==> src/rtl/icache_ctrl.sv <==
// -----------------------------------------------------------------------------
// icache_ctrl
// Controller for a direct-mapped instruction cache array with asynchronous read
// and synchronous write. Fetch lookups resolve as hits in the same cycle. A miss
// refills the line one 32-bit word at a time from memory, then writes the tag
// and data to the array in one cycle. A full invalidate sweep runs after reset
// and on every flush request.
//
// Ports
//   clk, rst_n                  clock, synchronous active-low reset
//   inst_req, inst_addr_in      fetch request and byte address
//   inst_ready, inst_data       hit indication and fetched word (same cycle)
//   busy                        controller is refilling, writing or sweeping
//   flush, flush_done           invalidate request / sweep-complete pulse
//   mem_req, mem_addr           memory word-read request and word address
//   mem_ack, mem_rdata          memory response
//   cache_we, cache_addr        array write enable and line index
//   cache_tag_in, cache_data_in array write data ({valid, tag} and line)
//   cache_tag_out, cache_data_out array read data (asynchronous)
// -----------------------------------------------------------------------------
module icache_ctrl #(
    parameter int INDEX_W    = 10,
    parameter int LINE_WORDS = 8,
    parameter int TAG_W      = 17
) (
    input  logic                     clk,
    input  logic                     rst_n,
    input  logic                     inst_req,
    input  logic [31:0]              inst_addr_in,
    output logic                     inst_ready,
    output logic [31:0]              inst_data,
    output logic                     busy,
    input  logic                     flush,
    output logic                     flush_done,
    output logic                     mem_req,
    output logic [31:0]              mem_addr,
    input  logic                     mem_ack,
    input  logic [31:0]              mem_rdata,
    output logic                     cache_we,
    output logic [INDEX_W-1:0]       cache_addr,
    output logic [TAG_W:0]           cache_tag_in,
    output logic [32*LINE_WORDS-1:0] cache_data_in,
    input  logic [TAG_W:0]           cache_tag_out,
    input  logic [32*LINE_WORDS-1:0] cache_data_out
);

    localparam int WORD_W = $clog2(LINE_WORDS);
    localparam int OFF_W  = WORD_W + 2;
    localparam int LINE_W = 32 - OFF_W;

    typedef enum logic [1:0] {
        ST_IDLE,
        ST_FETCH,
        ST_WRITE,
        ST_INVAL
    } state_t;

    state_t              state_q;
    logic [LINE_W-1:0]   line_q;     // latched line address of the refill
    logic [WORD_W-1:0]   wcnt_q;     // refill word counter
    logic [INDEX_W-1:0]  icnt_q;     // invalidate sweep index
    logic                pend_q;     // flush seen while refilling
    logic                hold_q;     // first cycle after reset release
    logic [31:0]         buf_q [LINE_WORDS];
    logic [32*LINE_WORDS-1:0] buf_flat;

    // Byte offset bits never matter for a word fetch.
    logic unused_addr_bits;
    assign unused_addr_bits = ^inst_addr_in[1:0];

    // Request address fields.
    logic [TAG_W-1:0]   req_tag;
    logic [INDEX_W-1:0] req_idx;
    logic [WORD_W-1:0]  req_word;
    assign req_tag  = inst_addr_in[31 -: TAG_W];
    assign req_idx  = inst_addr_in[OFF_W +: INDEX_W];
    assign req_word = inst_addr_in[2 +: WORD_W];

    // Latched line fields: the line address is {tag, index}.
    logic [INDEX_W-1:0] line_idx;
    logic [TAG_W-1:0]   line_tag;
    assign line_idx = line_q[INDEX_W-1:0];
    assign line_tag = line_q[LINE_W-1 -: TAG_W];

    genvar gi;
    generate
        for (gi = 0; gi < LINE_WORDS; gi++) begin : g_buf
            assign buf_flat[32*gi +: 32] = buf_q[gi];
        end
    endgenerate

    // Outputs are forced quiet while reset is asserted and during the
    // release cycle, so nothing leaks from a half-finished refill.
    logic active;
    logic hit;
    logic sweep_last;
    assign active     = rst_n & ~hold_q;
    assign hit        = active & (state_q == ST_IDLE) & inst_req &
                        cache_tag_out[TAG_W] & (cache_tag_out[TAG_W-1:0] == req_tag);
    assign sweep_last = (icnt_q == {INDEX_W{1'b1}});

    always_comb begin
        inst_ready    = 1'b0;
        inst_data     = '0;
        flush_done    = 1'b0;
        mem_req       = 1'b0;
        mem_addr      = '0;
        cache_we      = 1'b0;
        cache_addr    = '0;
        cache_tag_in  = '0;
        cache_data_in = '0;
        busy          = ~rst_n | hold_q | (state_q != ST_IDLE);
        if (active) begin
            case (state_q)
                ST_IDLE: begin
                    cache_addr = req_idx;
                    inst_ready = hit;
                    inst_data  = cache_data_out[32*req_word +: 32];
                end
                ST_FETCH: begin
                    cache_addr = line_idx;
                    mem_req    = 1'b1;
                    mem_addr   = {line_q, wcnt_q, 2'b00};
                end
                ST_WRITE: begin
                    cache_we      = 1'b1;
                    cache_addr    = line_idx;
                    cache_tag_in  = {1'b1, line_tag};
                    cache_data_in = buf_flat;
                end
                ST_INVAL: begin
                    cache_we   = 1'b1;
                    cache_addr = icnt_q;
                    flush_done = sweep_last;
                end
                default: ;
            endcase
        end
    end

    always_ff @(posedge clk) begin
        if (!rst_n) begin
            state_q <= ST_INVAL;
            icnt_q  <= '0;
            wcnt_q  <= '0;
            pend_q  <= 1'b0;
            hold_q  <= 1'b1;
        end else if (hold_q) begin
            hold_q <= 1'b0;
        end else begin
            case (state_q)
                ST_IDLE: begin
                    // Flush wins over a simultaneous miss; the miss is
                    // retried by the lookup once the sweep is done.
                    if (flush || pend_q) begin
                        state_q <= ST_INVAL;
                        icnt_q  <= '0;
                        pend_q  <= 1'b0;
                    end else if (inst_req && !hit) begin
                        line_q  <= inst_addr_in[31:OFF_W];
                        wcnt_q  <= '0;
                        state_q <= ST_FETCH;
                    end
                end
                ST_FETCH: begin
                    if (flush) begin
                        pend_q <= 1'b1;
                    end
                    if (mem_ack) begin
                        buf_q[wcnt_q] <= mem_rdata;
                        wcnt_q        <= wcnt_q + 1'b1;
                        if (wcnt_q == WORD_W'(LINE_WORDS - 1)) begin
                            state_q <= ST_WRITE;
                        end
                    end
                end
                ST_WRITE: begin
                    if (flush || pend_q) begin
                        state_q <= ST_INVAL;
                        icnt_q  <= '0;
                        pend_q  <= 1'b0;
                    end else begin
                        state_q <= ST_IDLE;
                    end
                end
                ST_INVAL: begin
                    // A flush arriving mid-sweep is covered by this sweep.
                    pend_q <= 1'b0;
                    icnt_q <= icnt_q + 1'b1;
                    if (sweep_last) begin
                        state_q <= ST_IDLE;
                    end
                end
                default: state_q <= ST_INVAL;
            endcase
        end
    end

endmodule

==> config.mk <==
export PLATFORM = sky130hd
export DESIGN_NAME = icache_ctrl
export DESIGN_NICKNAME = d
export VERILOG_FILES = /design/src/rtl/icache_ctrl.sv
export SDC_FILE = /design/constraint.sdc
export NUM_CORES = 1
export LEC_CHECK = 0
export ABC_AREA = 0
export ABC_CLOCK_PERIOD_IN_PS = 11500
export BUFFER_PORTS_ARGS = -buffer_cell sky130_fd_sc_hd__buf_2
export CAP_MARGIN = 40
export CORE_AREA = 2 2 273 275
export DETAILED_ROUTE_END_ITERATION = 12
export DIE_AREA = 0 0 275 277
export PLACE_DENSITY_LB_ADDON = 0.05
export SLEW_MARGIN = 10
export SYNTH_ARGS = -nofsm -noshare
export SYNTH_HDL_FRONTEND = slang
export SYNTH_SLANG_ARGS = --single-unit
export TNS_END_PERCENT = 10
==> constraint.sdc <==
create_clock -name clk -period 11.5 [get_ports clk]
set_input_delay 0 -clock clk [delete_from_list [all_inputs] [get_ports clk]]
set_output_delay 0 -clock clk [all_outputs]
set_load 0.005 [all_outputs]
# [Word level (Yosys, flattened, before mapping)]
# Memories as Yosys holds them, arrays and structs flattened.
# Index checks and enable logic that the tools add are counted.
[word_totals] output_inout_bits=353 n_memories=1 ramBits=256 register_bits=44
[mem_list] memory="buf_q" words=8 word_bits=32 read_ports=8 rd_clocked_by_memory_dff=0 write_ports=1 line_no="64" rtl="logic [31:0] buf_q [LINE_WORDS];"
[classes] n_addsub=2 eq_ne=14 n_mux=40 shifts=1 reduce_logical=15 n_bitwise=10
[ops] cell="$mux W256" n=2
[ops] cell="$shiftx A256 B9 Y32" n=1
[ops] cell="$mux W32" n=4
[ops] cell="$mux W18" n=2
[ops] cell="$pmux W10 S3" n=1
[ops] cell="$mux W10" n=2
[ops] cell="$pmux W10 S2" n=1
[ops] cell="$eq A17 B17 Y1" n=1
[ops] cell="$mux W1" n=16
[ops] cell="$reduce_and A5 Y1" n=3
[ops] cell="$mux W2" n=6
[ops] cell="$add A10 B1 Y10 const B" n=1
[ops] cell="$eq A10 B10 Y1 const B" n=1
[ops] cell="$ne A2 B2 Y1 const B" n=5
[ops] cell="$mux W3" n=3
[ops] cell="$pmux W2 S4" n=1
[ops] cell="$pmux W3 S2" n=1
[ops] cell="$reduce_and A3 Y1" n=2
[ops] cell="$reduce_bool A2 Y1" n=3
[ops] cell="$reduce_or A2 Y1" n=3
[ops] cell="$and A1 B1 Y1" n=5
[ops] cell="$eq A2 B2 Y1 const B" n=2
[ops] cell="$ne A2 B1 Y1 const B" n=2
[ops] cell="$add A3 B1 Y3 const B" n=1
[ops] cell="10 further kinds" n=13

# [Longest topological paths before layout]
# Gate-level depths: netlist of the first run.
[depth] depth_word=11 mapped_depth=7

# [Least setup slack after synthesis of the first run]
# No wires, ideal clock.
[synth_timing] kind="register to register" from="register hold_q" to="memory buf_q[0][0] (enable)" setup_ns=0.501 stages_incl_launch_ff=6 t_required_ns=10.999 arrival_ns=4.135 setup_slack_ns=6.864 path_cell_list="dfxtp_1 clkbuf_1 nor2b_1 clkbuf_1 nand2_1 nor4_1"
[synth_between] elab_chain_len=3
[synth_lines] element="start: declaration" line_no="63" rtl="logic hold_q;"
[synth_lines] element="start signal: assignment" line_no="147" rtl="hold_q <= 1'b1;"
[synth_lines] element="start signal: assignment" line_no="149" rtl="hold_q <= 1'b0;"
[synth_lines] element="$mux W1" line_no="148" rtl="end else if (hold_q) begin"
[synth_lines] element="$mux W1" line_no="142" rtl="if (!rst_n) begin"
[synth_lines] element="$mux W1 (not written as such)" line_no="170" rtl="buf_q[wcnt_q] <= mem_rdata;"
[synth_lines] element="end: declaration" line_no="64"
# Every way passes these cells.

# [Final worst setup path of the first run]
[layout_timing] from="register hold_q" to="output inst_data[4]"
[layout_between] elab_chain_len=3
[layout_lines] element="$not A1 Y1 (no source line)"
[layout_lines] element="$and A1 B1 Y1" line_no="97" rtl="assign active = rst_n & ~hold_q;"
[layout_lines] element="$mux W32" line_no="113" rtl="if (active) begin"
[layout_lines] element="end: declaration" line_no="31" rtl="output logic [31:0] inst_data,"
# Every way passes these cells.

==> results of run 1 <==
==> kinds of logic (layout without fill, tap and decap cells) <==
logic type                 count (synthesis)  after routing
AOI/OAI and AO/OA                         36             36
xor gates and xnor gates                  26             26
adders and majority gates                  8              8
buffers and inverters                    105            855
DFF                                      300            300
muxes                                    102            102
other                                      1             12
and+or+nand+nor                          429            429
==> area by class of cell <==
type | count | area (um2)
antenna | 10 | 25.0
clock buffer | 47 | 1020
clock inverter | 22 | 216
fill | 7752 | 52900
inverter | 7 | 26.3
multi-input combinational | 603 | 4960
sequential | 300 | 8840
tap | 969 | 1210
timing repair buffer | 779 | 4350
==> stage by stage <==
| stage | cells | hold WS [ps] | cell area [um2] |
|---|---|---|---|
| floorplan | 1008 | 98.9 | 14100 |
| global placement | 2588 | 194 | 18700 |
| detailed placement | 2593 | 194 | 18700 |
| CTS | 2727 | 46.8 | 20600 |
| global route | 2735 | 88.9 | 20600 |
| finish | 2737 | 72.8 | 20600 |
==> how the worst max path moves through the flow <==
stage | start | endpoint | cells past startpoint
3_5_place_dp | hold_q | inst_data[4] | 6
2_1_floorplan | hold_q | buf_q[0][0] | 5
4_1_cts | hold_q | inst_data[4] | 6
6_report | hold_q | inst_data[4] | 6
5_1_grt | hold_q | inst_data[4] | 6
3_3_place_gp | hold_q | inst_data[4] | 6
==> routing by layer <==
metal,vias to the layer above,GRT usage [%]
met2,424,30.0
met5,-,0
met4,12,6.67
met3,102,5.53
li1,5347,-
met1,5891,18.7
==> cells in the final DEF, fill, tap and decap left out, types with 2 or more instances in the layout <==
cell / count
a21oi_1: 13
a22oi_1: 10
and2_1: 3
and3_1: 302
buf_12: 2
buf_16: 2
buf_2: 690
buf_4: 19
bufinv_16: 3
clkbuf_1: 7
clkbuf_16: 39
clkinv_1: 9
clkinv_2: 6
conb_1: 2
dfxtp_1: 17
diode_2: 10
dlygate4sd3_1: 65
edfxtp_1: 283
ha_1: 7
inv_1: 7
mux2i_1: 38
mux4_2: 64
nand2_1: 19
nand2b_1: 2
nand3_1: 8
nand4_1: 5
nor2_1: 67
nor2_4: 5
nor3_2: 2
nor4_1: 3
nor4_2: 2
o21ai_0: 2
o21ai_1: 2
or3_1: 2
xnor2_1: 7
xor2_1: 19
==> flip-flops by register name (all words and copies together) (netlist names) <==
register / cells
pend_q: 1
hold_q: 1
state_q: 2
icnt_q: 10
wcnt_q: 3
line_q: 27
buf_q: 256
==> worst min-delay path, delay by kind of cell <==
| family | cells | cell delay, ps |
|---|---|---|
| compound gates | 1 | 130 |
| xor+xnor | 1 | 50 |
| buf+inv | 1 | 80 |
| mux | 1 | 130 |
| simple gates | 1 | 170 |
==> power groups by stage <==
stage                     combinational, mW  clock [mW]  sequential (mW)
final                                 0.314        1.19             1.20
after global routing                  0.343        1.28             1.20
after CTS                             0.321        1.24             1.20
after detailed placement              0.302           0             1.23
after global placement                0.298           0             1.23
after floorplan                       0.146           0             1.22
==> Yosys cell counts <==
cell type / count
and3_1: 302
edfxtp_1: 283
clkbuf_1: 85
nor2_1: 72
mux4_2: 64
mux2i_1: 38
nand2_1: 19
xor2_1: 19
dfxtp_1: 17
a21oi_1: 13
a22oi_1: 10
ha_1: 8
nand3_1: 8
inv_1: 7
xnor2_1: 7
buf_2: 6
buf_1: 5
nand4_1: 5
nor4_1: 5
and2_1: 3
nor3_1: 3
buf_4: 2
nand2b_1: 2
nor2b_1: 2
o21ai_0: 2
o21ai_1: 2
or3_1: 2
a2111o_1: 1
a2111oi_0: 1
a2111oi_4: 1
a211oi_1: 1
a21boi_0: 1
and3_2: 1
and3_4: 1
conb_1: 1
nand3b_1: 1
nand4_4: 1
nor4b_1: 1
o2111ai_1: 1
o21bai_1: 1
o32ai_1: 1
o41ai_1: 1
or4b_1: 1
==> flow_metrics.tcl, run 1 <==
set metrics [dict create \
    status "finished clean" \
    drt_pass1_iterations 6 \
    synth_xor_area_share_pct 1.61 \
    cts_resized 0 \
    cpLargestDelayFamily "buffers and inverters" \
    clkPwrFrac_pct 44.0 \
    cp_data_required_time_ps 11500 \
    synth_mux_area_share_pct 12.9 \
    fin_worst_skew_ps 22.5 \
    cts.clk_slew.worst_paths_ps 50 \
    power_frac_comb_pct 11.6 \
    dr_wl_met2_mm 34.4 \
    layout_setup_ws_ps 8450 \
    cts_root_buf "clkbuf_16" \
    drc 0 \
    reg2regPathDepth 7 \
    drive_gt1_share_pct 48.1 \
    worstHoldStart "cache_tag_out[3]" \
    fp.dieW_um 275 \
    synth-simple-area-share_pct 17.5 \
    end_kind "output pin" \
    initial_core_util_pct 19.2 \
    finalSetupViolCount 0 \
    clockBufferDepth 3 \
    cts_tree "yes" \
    synth.avg_cell_area_um2 14.0 \
    power_density_nw_per_um2 131 \
    maxSlewViolCount 0 \
    ant_nets 0 \
    dpl.hpwl_mm 48.7 \
    yosysTopAreaCellShare_pct 60.1 \
    period_needed_ps 3050 \
    rr_startpoint "state_q[1]" \
    ios 696 \
    synth_fa_ha_area_share_pct 0.708 \
    die_y_um 277 \
    dp_slack_ps 8730 \
    synth_compound_area_share_pct 1.82 \
    clkSinkCount 300 \
    port-buffer-count 691 \
    wl_met1_mm 25.2 \
    seq_area_frac_synth_pct 62.6 \
    grt_pass1_wl_mm 93.0 \
    grt.total_usage_pct 17.0 \
    drt-total-wl_mm 67.7 \
    worstPathArrival_ps 3050 \
    synthCells 1007 \
    wl_met3_mm 5.65 \
    die-area_um2 76200 \
    sw_frac_of_total_pct 24.7 \
    finalCritPeriodShare_pct 26.5 \
    fin_tns_setup_ps 0 \
    top_layer "met5" \
    cp_slowest_stage_delay_ps 670 \
    power_switching_mw 0.669 \
    worstSkewPairLatency_ps 560 \
    synth-seq-cells 300 \
    cellLeakagePower_nw 9.91 \
    crit_chain "nor2b_4, buf_12, nand2_1, buf_4, nor2_1, buf_2" \
    syn2layout_area_growth_pct 46.1 \
    r2r_slack_ps 8960 \
    cap_violations 0 \
    synthTopCellsByArea "edfxtp_1, and3_1, mux4_2, mux2i_1, dfxtp_1" \
    synth_cell_type_count 43 \
    worstSetupStartpointType "register" \
    vdd_drop_max_uv 97.8 \
    relSlewSlack_pct 18.1 \
    gp_congestion 0.826 \
    hold_end "state_q[0]" \
    r2r-end "state_q[1]" \
    htreeDepth 2 \
    grt_pass1_vias 12200 \
    cts_setup_buffers 0 \
    yosys_warnings 0 \
    crit_buf_inv 3 \
    hp-class "primary input to register" \
    rows 100 \
    grt_overflow 0 \
    crit_type "register to output pin" \
    synth_top_family_by_area "simple AND/OR/NAND/NOR gates" \
    rsz0062_at_grt "false" \
    fmaxAchievable_mhz 328 \
    pwr-share-seq_pct 44.4 \
    final_nets 2081 \
    vias 11800 \
    worstMarginPinSlew_ps 1230 \
    finalHoldViolCount 0 \
    power.internal_mw 2.04 \
    p_total_mw 2.71 \
    core_um2 73600 \
    synthesis.area_um2 14100 \
    routedWlPerCell_um 24.7 \
    viasPerCell 4.30 \
    hold_buffers 65 \
    grt_max_degree 274 \
    first_iter_violations 579 \
    fin_util_pct 28.1 \
    numCtsBuffers 39 \
    yosysTopAreaCell "edfxtp_1" \
    worstPathMaxFanout 273 \
    antenna_found_initial 19 \
    hold_path_depth 5 \
    crit_path_top_delay_cell "buf_12" \
]
Note: power is estimated with default switching activity, not from simulation.
==> run 2, diff against run 1 <==
Settings changed: ABC_CLOCK_PERIOD_IN_PS 11500 to 2800.
Clock period 11.5 ns to 2.8 ns, I/O delays scaled along.
==> run 2 against run 1 <==
Compared with the run above: non-clock buffer count is 11 higher; sequential share of layout area is 0.32 points lower; global-route usage is 0.077 points higher; final cell count hardly changed; combinational power grew to 4.2 times the previous value; via count is 0.20% lower; largest power group unchanged.
==> flow_metrics.tcl, run 2 (same netlist as run 1, synthesis figures left out) <==
set metrics [dict create \
    fmaxAchievable_mhz 392 \
    grt_overflow 0 \
    crit_type "register to output pin" \
    viasPerCell 4.29 \
    fin_util_pct 28.3 \
    p_total_mw 11.1 \
    cap_violations 0 \
    stdcell_count 2739 \
    cts_resized 0 \
    multi_input_area_um2 4990 \
    routedWlPerCell_um 24.7 \
    end_kind "output pin" \
    worstHoldStart "inst_addr_in[10]" \
    worstPathArrival_ps 2550 \
    cts_root_buf "clkbuf_16" \
    period_needed_ps 2550 \
    ios 696 \
    final_nets 2092 \
    r2r_slack_ps 400 \
    maxSlewViolCount 0 \
    numCtsBuffers 39 \
    crit_path_top_delay_cell "buf_12" \
    hp-class "primary input to register" \
    cellLeakagePower_nw 9.97 \
    grt_max_degree 258 \
    htreeDepth 2 \
    hold_slack_ps 171 \
    worstSetupStartpointType "register" \
    regArea_um2 8840 \
    reg_top3 "buf_q x256, line_q x27, icnt_q x10" \
    clkSinkCount 300 \
    ant_nets 0 \
    initial_core_util_pct 19.2 \
    port-buffer-count 691 \
    cp_data_required_time_ps 2800 \
    cts.clk_slew.worst_paths_ps 60 \
    vdd_drop_max_uv 411 \
    clockBufferDepth 3 \
    finalHoldViolCount 0 \
    hold_end "line_q[5]" \
    rr_startpoint "state_q[1]" \
    fp.dieW_um 275 \
    dpl.hpwl_mm 49.4 \
    regMostFlops "buf_q" \
    die_y_um 277 \
    cpLargestDelayFamily "buffers and inverters" \
    syn2layout_area_growth_pct 47.2 \
    finalSetupViolCount 0 \
    rows 100 \
    power_density_nw_per_um2 533 \
    crit_chain "nor2b_4, buf_12, and3_1, buf_2" \
    hold_path_depth 2 \
    grt_pass1_vias 12600 \
    placed_cells 2602 \
    reg2regPathDepth 7 \
    status "finished clean" \
    antenna_found_initial 9 \
    drc 0 \
    worstMarginPinSlew_ps 1250 \
    final_common_cell "buf_2" \
    fin_worst_skew_ps 17.5 \
    grt_pass1_wl_mm 94.2 \
    cts_tree "yes" \
    drive_gt1_share_pct 48.4 \
    finalCritPeriodShare_pct 91.1 \
    gp_congestion 0.821 \
    die-area_um2 76200 \
    num-fill-cells 7824 \
    rsz0062_at_grt "false" \
    first_iter_violations 554 \
    worstSkewPairLatency_ps 570 \
    relSlewSlack_pct 16.3 \
    r2r-end "buf_q[6][23]" \
    drt_pass1_iterations 4 \
    vias 11800 \
    largest_register_ffs 256 \
    final_cell_mix "buf_2, and3_1, edfxtp_1" \
    core_um2 73600 \
    worstPathMaxFanout 257 \
    drt-total-wl_mm 67.7 \
    grt.total_usage_pct 17.0 \
    crit_buf_inv 2 \
    cp_slowest_stage_delay_ps 500 \
]
==> run 2: timing repair <==
action / CTS / global route
setup buffers: 0 / 0
endpoints found under the hold margin: 294 / 0
hold buffers: 67 / 0
==> run 2: worst max-delay path by stage <==
stage | slack, ps | to | start | cells after the start
finish | 250 | cache_data_in[196] | hold_q | 4
global route | 120 | cache_data_in[160] | state_q[0] | 5
CTS | 220 | inst_data[28] | hold_q | 6
detailed placement | 350 | buf_q[6][4] | state_q[1] | 7
global placement | 380 | buf_q[6][4] | state_q[1] | 7
floorplan | -520 | buf_q[0][0] | hold_q | 5
==> run 2: routing by layer <==
layer,global-route usage [%],vias up,part of all wire [%]
met1,19.1,5911,38
met4,4.16,4,1.9
li1,-,5357,-
met3,4.95,67,7.5
met5,0,-,0.040
met2,31.3,413,52
==> run 2: cell type report <==
type / count / area share (%)
timing repair buffer: 790 / 21.7
clock buffer: 47 / 4.84
tap: 969 / 5.83
antenna: 2 / 0.0241
sequential: 300 / 42.5
clock inverter: 21 / 0.932
inverter: 7 / 0.126
multi-input combinational: 603 / 24.0
==> run 2: stage by stage <==
stage	instance area, um2	TNS (ps)	setup slack (ps)
floorplan	14200	-73030	-521
global placement	18900	0	382
detailed placement	18900	0	351
CTS	20800	0	218
global route	20800	0	115
finish	20800	0	249
==> run 2: power breakdown <==
group | switching (mW) | internal (mW) | leakage [nW]
logic | 0.715 | 0.611 | 6.71
clock network | 2.07 | 2.76 | 0.576
registers | 0.0191 | 4.92 | 2.68
==> run 3, diff against run 2 <==
Settings changed: ABC_AREA 0 to 1, CORE_AREA 2 2 273 275 to 2 2 269 271, DIE_AREA 0 0 275 277 to 0 0 271 273.
==> run 3 against run 2 <==
Compared with the run above: setup slack gained 31 ps; sequential share of layout area fell by 1.2 points; sequential power hardly changed; largest cell class unchanged; power grew 1.4%; largest power group unchanged; synthesized cell count grew 70%; highest routed layer unchanged; clock power rose by 2%; flip-flop and latch count did not move; final cell count grew 24%; maximum frequency grew 1.2%; utilization rose by 1.9 points; first-iteration DRC count up 81%; cell area grew 2.9%.
==> flow_metrics.tcl, run 3 <==
set metrics [dict create \
    power_density_nw_per_um2 525 \
    placed_cells 3268 \
    reg2regPathDepth 12 \
    grt.total_usage_pct 18.6 \
    drc 0 \
    routedWlPerCell_um 21.4 \
    worstPathMaxFanout 13 \
    cts_root_buf "clkbuf_16" \
    hold_end "state_q[0]" \
    worstMarginPinSlew_ps 891 \
    layout_setup_ws_ps 280 \
    reg_top3 "buf_q x256, line_q x27, icnt_q x10" \
    synth_common_cells "nor2_1, nand2_1, edfxtp_1" \
    grt_pass1_vias 14600 \
    synthCells 1709 \
    die-area_um2 74000 \
    ios 696 \
    status "finished clean" \
    finalSetupViolCount 0 \
    met1_usage_pct 24.8 \
    worstHoldStart "mem_ack" \
    fin_worst_skew_ps 38.8 \
    synthesis.area_um2 14900 \
    worstPathArrival_ps 2520 \
    hold_path_depth 5 \
    fin_util_pct 30.1 \
    ys.flop_type "edfxtp_1" \
    fp.dieW_um 271 \
    worstSkewPairLatency_ps 560 \
    synth_cell_type_count 37 \
    worstSetupStartpointType "register" \
    ant_nets 0 \
    yosys_warnings 0 \
    hp-class "primary input to register" \
    grt_overflow 0 \
    cts_tree "yes" \
    synth-seq-cells 300 \
    initial_core_util_pct 20.9 \
    synthMostInstantiatedCell "nor2_1" \
    crit_type "register to output pin" \
    vdd_drop_max_uv 395 \
    cap_violations 0 \
    synth-edff-count 283 \
    finalHoldViolCount 0 \
    synthTopCellsByArea "edfxtp_1, nor2_1, nand2_1, o21ai_0, dfxtp_1" \
    rsz0062_at_grt "false" \
    regMostFlops "buf_q" \
    fin_tns_setup_ps 0 \
    final_cell_mix "buf_2, nor2_1, nand2_1" \
    synth.avg_cell_area_um2 8.69 \
    yosysTopAreaCellShare_pct 57.2 \
    largest_register_ffs 256 \
    numCtsBuffers 40 \
    yosysTopAreaCell "edfxtp_1" \
    rr_startpoint "state_q[1]" \
    vias 14900 \
    stdcell_count 3405 \
    r2r_slack_ps 350 \
    seq_area_frac_synth_pct 59.5 \
    cp_data_required_time_ps 2800 \
    synth-async-reset-ratio_pct 0 \
    period_needed_ps 2520 \
    relSlewSlack_pct 40.6 \
    finalCritPeriodShare_pct 90.0 \
    die_y_um 273 \
    cellLeakagePower_nw 8.92 \
    final_nets 2775 \
    r2r-end "state_q[1]" \
    dpl.hpwl_mm 54.7 \
    maxSlewViolCount 0 \
    antenna_found_initial 4 \
    clockBufferDepth 3 \
    htreeDepth 2 \
    grt_pass1_wl_mm 102 \
    drt_pass1_iterations 5 \
    cts.clk_slew.worst_paths_ps 60 \
    use_met3_pct 3.41 \
    drt-total-wl_mm 72.9 \
    first_iter_violations 1004 \
    grt_max_degree 168 \
    port-buffer-count 691 \
    hold_slack_ps 78.1 \
    clkSinkCount 300 \
    gp_congestion 0.956 \
    viasPerCell 4.38 \
    grt-busiest-layer "met2" \
    syn2layout_area_growth_pct 44.0 \
    core_um2 71000 \
    end_kind "output pin" \
    dp_slack_ps 452 \
    met2_usage_pct 31.3 \
    final_common_cell "buf_2" \
    fmaxAchievable_mhz 397 \
    rows 98 \
    drive_gt1_share_pct 33.3 \
]
run 3: cell types whose count changed after synthesis, sizes merged, moves of 64 or more:
cell   change
nor2     +465
mux4      -64
o21ai    +175
and3     -304
nand2    +331
inv       +67
run 3: timing repair:
| item | CTS | global route |
|---|---|---|
| gates cloned | 0 | 0 |
| pin swaps | 0 | 0 |
| hold buffers | 63 | 0 |
| resized for setup | 1 | 0 |
| endpoints found under the hold margin | 299 | 0 |
| setup buffers | 0 | 1 |
| setup endpoints to repair | 4 | 1 |
run 3: routing by layer:
| metal | vias to the layer above | routed length (um) |
|---|---|---|
| met2 | 537 | 35400 |
| met5 | - | 7 |
| li1 | 7080 | - |
| met4 | 2 | 1310 |
| met1 | 7213 | 32200 |
| met3 | 80 | 3950 |
run 3: kinds of logic after synthesis:
family / after synthesis / synth area share (%)
compound gates: 275 / 9.90
xor+xnor: 4 / 0.236
fa+ha+maj: 8 / 0.674
buf+inv: 195 / 5.44
flops: 300 / 59.5
other cells: 1 / 0.0252
simple gates: 926 / 24.2
run 3: how the worst max path moves through the flow:
stage	start	end	depth (start not counted)
after floorplan	state_q[1]	buf_q[1][0]	8
after global placement	state_q[1]	buf_q[0][14]	7
after detailed placement	state_q[1]	buf_q[0][13]	7
after CTS	state_q[1]	inst_ready	9
after global routing	state_q[1]	inst_data[16]	9
final	state_q[1]	inst_data[16]	9
run 3: final cells by class:
cell class                 count  area (um2)
fill                        7804       49600
antenna                        2        5.00
inverter                      75         293
multi-input combinational   1215        5300
tap                          950        1190
timing repair buffer         792        4540
clock inverter                16         183
clock buffer                  55        1060
sequential                   300        8840
run 3: metrics by stage:
| stage | area (um2) | power (mW) |
|---|---|---|
| floorplan | 14900 | 5.67 |
| global placement | 19500 | 6.37 |
| detailed placement | 19500 | 6.36 |
| CTS | 21400 | 11.4 |
| global route | 21400 | 11.8 |
| finish | 21400 | 11.2 |
run 3: critical path, stage by stage, from the launching register on:
cell and delay, ps:
dfxtp_1 370, inv_1 140, ha_1 300, nand3_2 180, clkinvlp_4 140, buf_12 140, buf_12 150, o21ai_0 80
a31oi_1 260, buf_2 180
run 3: where the power goes:
part / internal, mW / switching [mW]
Sequential: 4.92 / 0.0176
Combinational: 0.507 / 0.876
Clock: 2.93 / 1.99
